`src/rtl/lcd_byte_writer.sv`:
```
// lcd_byte_writer: HD44780 8-bit write-only driver. Runs the power-on init
// sequence, then accepts one command/data byte per valid/ready handshake and
// emits a millisecond-paced enable strobe for it. Each byte occupies a
// four-tick slot: SETUP, E_HIGH, then two HOLD ticks for the LCD to execute it.
module lcd_byte_writer #(
  parameter int unsigned CNT1MS      = 100000,
  parameter int unsigned PWR_WAIT_MS = 20
) (
  input  logic       clk,
  input  logic       reset,
  input  logic       wr_valid,
  input  logic       wr_rs,
  input  logic [7:0] wr_data,
  output logic       wr_ready,
  output logic       init_done,
  output logic       lcd_e,
  output logic       lcd_rs,
  output logic       lcd_rw,
  output logic [7:0] lcd_data
);

  localparam int unsigned TICK_W    = $clog2(CNT1MS);
  localparam int unsigned PWR_LAST  = (PWR_WAIT_MS > 0) ? PWR_WAIT_MS - 1 : 0;
  localparam int unsigned MS_MAX    = (PWR_LAST > 1) ? PWR_LAST : 1;
  localparam int unsigned MS_W      = $clog2(MS_MAX + 1);
  localparam int unsigned HOLD_LAST = 1;
  localparam int unsigned INIT_LEN  = 4;

  typedef enum logic [2:0] {
    S_PWR_WAIT,
    S_SETUP,
    S_E_HIGH,
    S_HOLD,
    S_IDLE
  } state_t;

  state_t            state_q, state_d;
  logic [TICK_W-1:0] tick_cnt_q;
  logic              tick;
  logic [MS_W-1:0]   ms_cnt_q, ms_cnt_d;
  logic [1:0]        init_idx_q, init_idx_d;
  logic              init_done_d;
  logic [7:0]        data_d;
  logic              rs_d;
  logic              accept;

  // Power-on command sequence: function set, entry mode, display on, clear.
  function automatic logic [7:0] init_byte(input logic [1:0] idx);
    case (idx)
      2'd0:    init_byte = 8'h38;
      2'd1:    init_byte = 8'h06;
      2'd2:    init_byte = 8'h0C;
      default: init_byte = 8'h01;
    endcase
  endfunction

  assign lcd_rw = 1'b0;
  assign tick   = (tick_cnt_q == TICK_W'(CNT1MS - 1));
  assign accept = wr_valid & wr_ready;

  // Free-running 1 ms tick counter, wraps after CNT1MS cycles.
  always_ff @(posedge clk) begin
    if (reset) begin
      tick_cnt_q <= '0;
    end else if (tick) begin
      tick_cnt_q <= '0;
    end else begin
      tick_cnt_q <= tick_cnt_q + TICK_W'(1);
    end
  end

  // Next-state and next-output logic for the slot sequencer.
  always_comb begin
    state_d     = state_q;
    ms_cnt_d    = ms_cnt_q;
    init_idx_d  = init_idx_q;
    init_done_d = init_done;
    data_d      = lcd_data;
    rs_d        = lcd_rs;

    case (state_q)
      S_PWR_WAIT: begin
        if (tick) begin
          if (ms_cnt_q == MS_W'(PWR_LAST)) begin
            state_d    = S_SETUP;
            ms_cnt_d   = '0;
            init_idx_d = 2'd0;
            data_d     = init_byte(2'd0);
            rs_d       = 1'b0;
          end else begin
            ms_cnt_d = ms_cnt_q + MS_W'(1);
          end
        end
      end

      S_SETUP: begin
        if (tick) begin
          state_d = S_E_HIGH;
        end
      end

      S_E_HIGH: begin
        if (tick) begin
          state_d  = S_HOLD;
          ms_cnt_d = '0;
        end
      end

      S_HOLD: begin
        if (tick) begin
          if (ms_cnt_q == MS_W'(HOLD_LAST)) begin
            ms_cnt_d = '0;
            if (!init_done && (init_idx_q != 2'(INIT_LEN - 1))) begin
              // Chain straight into the next init command.
              state_d    = S_SETUP;
              init_idx_d = init_idx_q + 2'd1;
              data_d     = init_byte(init_idx_q + 2'd1);
              rs_d       = 1'b0;
            end else begin
              state_d     = S_IDLE;
              init_done_d = 1'b1;
            end
          end else begin
            ms_cnt_d = ms_cnt_q + MS_W'(1);
          end
        end
      end

      S_IDLE: begin
        if (accept) begin
          state_d = S_SETUP;
          data_d  = wr_data;
          rs_d    = wr_rs;
        end
      end

      default: begin
        state_d  = S_PWR_WAIT;
        ms_cnt_d = '0;
      end
    endcase
  end

  // State and registered LCD/handshake outputs.
  always_ff @(posedge clk) begin
    if (reset) begin
      state_q    <= S_PWR_WAIT;
      ms_cnt_q   <= '0;
      init_idx_q <= '0;
      init_done  <= 1'b0;
      lcd_data   <= 8'h00;
      lcd_rs     <= 1'b0;
      lcd_e      <= 1'b0;
      wr_ready   <= 1'b0;
    end else begin
      state_q    <= state_d;
      ms_cnt_q   <= ms_cnt_d;
      init_idx_q <= init_idx_d;
      init_done  <= init_done_d;
      lcd_data   <= data_d;
      lcd_rs     <= rs_d;
      lcd_e      <= (state_d == S_E_HIGH);
      wr_ready   <= (state_d == S_IDLE);
    end
  end

endmodule

```
`config.mk`:
```
export PLATFORM = sky130hd
export DESIGN_NAME = lcd_byte_writer
export DESIGN_NICKNAME = d
export VERILOG_FILES = /design/src/rtl/lcd_byte_writer.sv
export SDC_FILE = /design/constraint.sdc
export NUM_CORES = 1
export LEC_CHECK = 0
export CAP_MARGIN = 10
export CELL_PAD_IN_SITES_DETAIL_PLACEMENT = 0
export CELL_PAD_IN_SITES_GLOBAL_PLACEMENT = 1
export CORE_MARGIN = 5
export CORE_UTILIZATION = 25
export CTS_CLUSTER_SIZE = 25
export DETAILED_ROUTE_END_ITERATION = 12
export PLACE_DENSITY = 0.6
export SETUP_SLACK_MARGIN = 0.4
export SKIP_LAST_GASP = 1
export SLEW_MARGIN = 25
export SYNTH_ARGS = -nofsm -noshare
export SYNTH_HDL_FRONTEND = slang
export SYNTH_SLANG_ARGS = --single-unit
```
`constraint.sdc`:
```
create_clock -name clk -period 2.15 [get_ports clk]
set_input_delay 0.43 -clock clk [delete_from_list [all_inputs] [get_ports clk]]
set_output_delay 0.43 -clock clk [all_outputs]
set_load 0.02 [all_outputs]
```
# Word-level counts from Yosys, hierarchy flattened
# Cells that the tools add are included.
[op_classes]
add_sub_neg = 3
multipliers = 0
div_mod_pow = 0
order_cmp = 0
n_eq_ne = 19
shifts = 0
n_mux = 36
bitwise = 3
reduce_logical = 12
[op_table]
columns = ["operator", "count"]
rows = [
  ["8-bit 2-to-1 mux", 6],
  ["5-bit 2-to-1 mux", 5],
  ["3-bit 2-to-1 mux", 8],
  ["8-bit case mux with 3 select lines", 1],
  ["5-bit case mux with 4 select lines", 1],
  ["6-bit case mux with 3 select lines", 1],
  ["17-bit by 1-bit adder with 17-bit output (second input constant)", 1],
  ["17-bit equality test (second input constant)", 1],
  ["2-bit != test (second input constant)", 8],
  ["3-bit case mux with 5 select lines", 1],
  ["2-bit 2-to-1 mux", 5],
  ["3-bit by 2-bit equality test with 1-bit output (second input constant)", 3],
  ["4-bit AND reduction", 2],
  ["7-bit AND reduction", 1],
  ["3-bit equality test (second input constant)", 2],
  ["1-bit 2-to-1 mux", 6],
  ["6-bit AND reduction", 1],
  ["5-bit by 1-bit adder with 5-bit output (second input constant)", 1],
  ["5-bit by 1-bit equality test with 1-bit output (second input constant)", 1],
  ["5-bit equality test (second input constant)", 1],
  ["2-bit case mux with 2 select lines", 1],
  ["2-bit OR reduction", 2],
  ["3-bit by 1-bit equality test with 1-bit output (second input constant)", 1],
  ["3-bit logical NOT", 1],
  ["other kinds (11)", 12],
]
[word_totals]
regBits = 39
latch_bits = 0
ram_bits = 0
romBits = 0
input_bits = 12
out_inout_bits = 13
mem_count = 0

# Longest topological paths before layout
[logic_depth]
depth_word = 7
ltp_mapped = 7
mapped_depth_nobuf = 7

# Least setup slack after synthesis
# Ideal clock, no wire load.
[synth_timing]
path_type = "register to register"
from = "register tick_cnt_q[0]"
to = "register lcd_e"
setup_ns = 0.116
t_arrival_ns = 1.764
required_ns = 2.034
path_slack_ns = 0.270
stages_incl_launch_ff = 7
path_buffers = 0
path_cell_list = "dfxtp_1 ha_1 nand4_1 nor4_4 o221ai_1 a21o_1 and3_1"
[synth_via]
elab_chain_cells = 4
word_cells_on_any_way = 7
[synth_rtl]
columns = ["element", "line", "source"]
rows = [
  ["from (decl)", "38", "logic [TICK_W-1:0] tick_cnt_q;"],
  ["from (signal assigned)", "68", "tick_cnt_q <= tick_cnt_q + TICK_W'(1);"],
  ["17-bit equality test *", "58", "assign tick = (tick_cnt_q == TICK_W'(CNT1MS - 1));"],
  ["3-bit 2-to-1 mux (on tied branches)", "-", ""],
  ["3-bit case mux with 5 select lines *", "81", "case (state_q)"],
  ["3-bit by 2-bit equality test with 1-bit output *", "162", "lcd_e <= (state_d == S_E_HIGH);"],
  ["to (signal assigned)", "162", ""],
  ["to (decl)", "16", "output logic lcd_e,"],
]
# Mark *: on every way between the ends. The rest lies on a longest branch, timed or not.
# A chain may end at the register's enable or synchronous reset.

# Worst setup path in the final report
[layout_timing]
from = "register ms_cnt_q[1]"
to = "register lcd_data[5]"
[layout_via]
elab_chain_cells = 3
word_cells_on_any_way = 5
[layout_rtl]
columns = ["element", "line", "source"]
rows = [
  ["from (decl)", "40", "logic [MS_W-1:0] ms_cnt_q, ms_cnt_d;"],
  ["from (signal assigned)", "157", "ms_cnt_q <= ms_cnt_d;"],
  ["5-bit by 1-bit equality test with 1-bit output / 5-bit equality test (equally long branches)", "111, 84", ""],
  ["2-bit != test (no source line)", "-", ""],
  ["7-bit AND reduction (no source line) *", "-", ""],
  ["to (signal assigned)", "160", "lcd_data <= data_d;"],
  ["to (decl)", "19", "output logic [7:0] lcd_data"],
]
# Marks and branches as above.

==> run metrics <==
Synth Net Count approximately 240; Leak ~1 nW; Yosys Warn Count 0; vias in the first global route approximately 1,600; DR WL/cell about 13 um; Post-synth EDFFs 0; Arr. time, crit path 2070 ps; Final min period 1850 ps; placer congestion estimate ~0.72; FF-to-FF Start ms_cnt_q[1]; DP HPWL ~3400 um; vias per cell 4.62; worst hold slack about 430 ps; die area approximately 9700 sq um; H-tree depth 2; drt pass-1 iters 4; RSZ-0062 raised after global routing true; Tcrit/Tclk final 86.0%; clk_skew between 8 and 9 ps; Clk Tree Root Cell clkbuf_8; Power per Cell Area 506 nW/um^2; FF-to-FF End lcd_data[5]; initial antenna violation count 0; PnR Total Power roughly 1.4 mW; Iteration-0 DRC Markers between 50 and 60; PortBufs 23; Hold Crit Class flip-flop to flip-flop; Worst Setup SP ms_cnt_q[1]; gr ovfl total 0; Avg Inst Size Synth between 8 and 9 sq um; Startpoint Class flip-flop; register area share after synthesis roughly 40%; Initial Util 25.5%; r2r setup slk 300 ps; post-synthesis xor/xnor area fraction a little under a tenth; total I/O pin count 25; share of cells above drive strength 1 32.1%; CTS Buf Count 5; top area cells in the synthesized netlist dfxtp_1 40%, nor2_1 6.3%, xor2_1 5.8%; commonest cells after routing, fill and taps aside 31 x dfxtp_1, 22 x clkdlybuf4s50_1, 20 x nor2_1; cell area after synthesis 1960 sq um; worst setup path end lcd_data[5]; # DRC 0; first-pass GRT wire length 8020 um; CP Data Required Time ~2400 ps; via count between 1,500 and 2,000; worst setup path class flip-flop to flip-flop; Layout fillers 808; min-delay src tick_cnt_q[0]; Synth top area share 39.8%; Fin. Hold Viols 0; outcome finished, final reports clean; Max clock buf depth 2; commonest non-fill, non-tap cell in the layout dfxtp_1; portion of netlist area occupied by mux cells 1.02%; Skew-Pair Late Insertion Delay 290 ps; remaining antenna violation count 0; setup TNS 0 ps; nets 284; Async S/R FF share, synth 0%; CP Max Fanout 6; IR Drop Worst-Case VDD 314 uV; Row Count 32; Die H 98.5 um; Yosys cell types 51; FMAX approximately 540 MHz; Final Slew Violations 0; compound-cell area share of the yosys netlist 14.3%; Die Width between 90 and 100 um; largest net degree at the start of global routing 14; Top FF cell, synth dfxtp_1; WL final 4760 um; post-synthesis simple-gate area fraction 27.1%; post-synthesis adder-cell area fraction 5.11%; ant diodes 0; Sink Count 39; crit end category flip-flop; Yosys top cell by area dfxtp_1; R2R depth 7; cell count after synthesis roughly 220; clock transition at the registers of the reported paths 80 ps; TritonCTS clock tree yes; largest family of logic cells by synthesized area simple AND/OR/NAND/NOR gates; Synth-to-Final Area Change 45.2%; Setup-failing EPs final 0; FF+latch count, synth 39; Max-Cap Viols 0; Core ar. 7690 sq um; GRT Resource Usage Total 9.96%
## kinds of logic (layout without fill, tap and decap cells)
group | Yosys count | count (layout)
other | 1 | 1
AOI/OAI and AO/OA | 43 | 43
and+or+nand+nor | 96 | 96
muxes | 2 | 2
xor gates and xnor gates | 21 | 21
adders and majority gates | 8 | 8
DFF | 39 | 39
buffers and inverters | 14 | 55
## cell usage after synthesis (all sizes together) (3+ instances only)
master,instances
a211oi,3
nand2b,4
or2,4
nand3,6
xnor2,8
nand4,8
xor2,13
dfxtp,39
nor4,4
buf,4
and3,3
nor2,34
nor3,5
inv,5
nand2,17
a22oi,3
ha,8
o21ai,8
a21oi,15
clkbuf,5
## flip-flops by register name, indices dropped and copies added, names as in the netlist
name        flops
lcd_e           1
wr_ready        1
state_q         3
lcd_data        8
tick_cnt_q     17
lcd_rs          1
ms_cnt_q        5
init_idx_q      2
init_done       1
## worst min path at each step
stage	end	slack, ps	cells after the start
finish	tick_cnt_q[0]	430	1
global route	tick_cnt_q[0]	450	1
CTS	tick_cnt_q[0]	460	1
detailed placement	tick_cnt_q[0]	450	1
global placement	tick_cnt_q[0]	430	1
floorplan	tick_cnt_q[0]	420	1
## critical path: stages, from the launching register on
cell and delay, ps:
dfxtp_2 340, inv_2 70, ha_4 110, or4b_4 500
nor3_4 210, o22ai_4 130, nor2_4 190, mux2i_1 220
## power by group
group	internal, mW	leakage, nW	switching, mW
Sequential	0.725	0.319	0.00440
Clock	0.376	0.0612	0.259
Combinational	0.0413	0.607	0.0338
Total	1.14	0.987	0.297
## area by class of cell
class | count | area (sq um) | share of cell area (%)
well taps | 102 | 128 | 4.49
multi-input cells | 171 | 1370 | 48.0
clock inverters | 2 | 35.0 | 1.23
clock buffers | 6 | 82.6 | 2.90
flip-flops and latches | 39 | 796 | 28.0
repair buffers | 42 | 420 | 14.8
inverters | 5 | 18.8 | 0.660
## through the flow
stage / instances / area (sq um) / utilization, % / worst slack (ps)
floorplan: 224 / 2000 / - / 278
global placement: 349 / 2370 / 30.8 / 133
detailed placement: 349 / 2370 / 30.8 / 119
CTS: 361 / 2610 / 34.0 / 256
global route: 367 / 2850 / 37.0 / 222
finish: 367 / 2850 / 37.0 / 302
## timing repair
action,in CTS,in global routing
gates cloned,0,1
endpoints found under the setup margin,38,38
pin swaps,26,20
setup buffers,4,5
hold buffers,0,0
gates resized for setup,28,45
## routing by layer
| metal | vias up | routed length [um] | global-route usage, % |
|---|---|---|---|
| met4 | 0 | 21 | 2.84 |
| li1 | 866 | - | - |
| met5 | - | 0 | 0 |
| met2 | 29 | 2310 | 16.3 |
| met3 | 3 | 177 | 2.55 |
| met1 | 797 | 2250 | 13.0 |
Note: power is estimated with default switching activity, not from simulation.
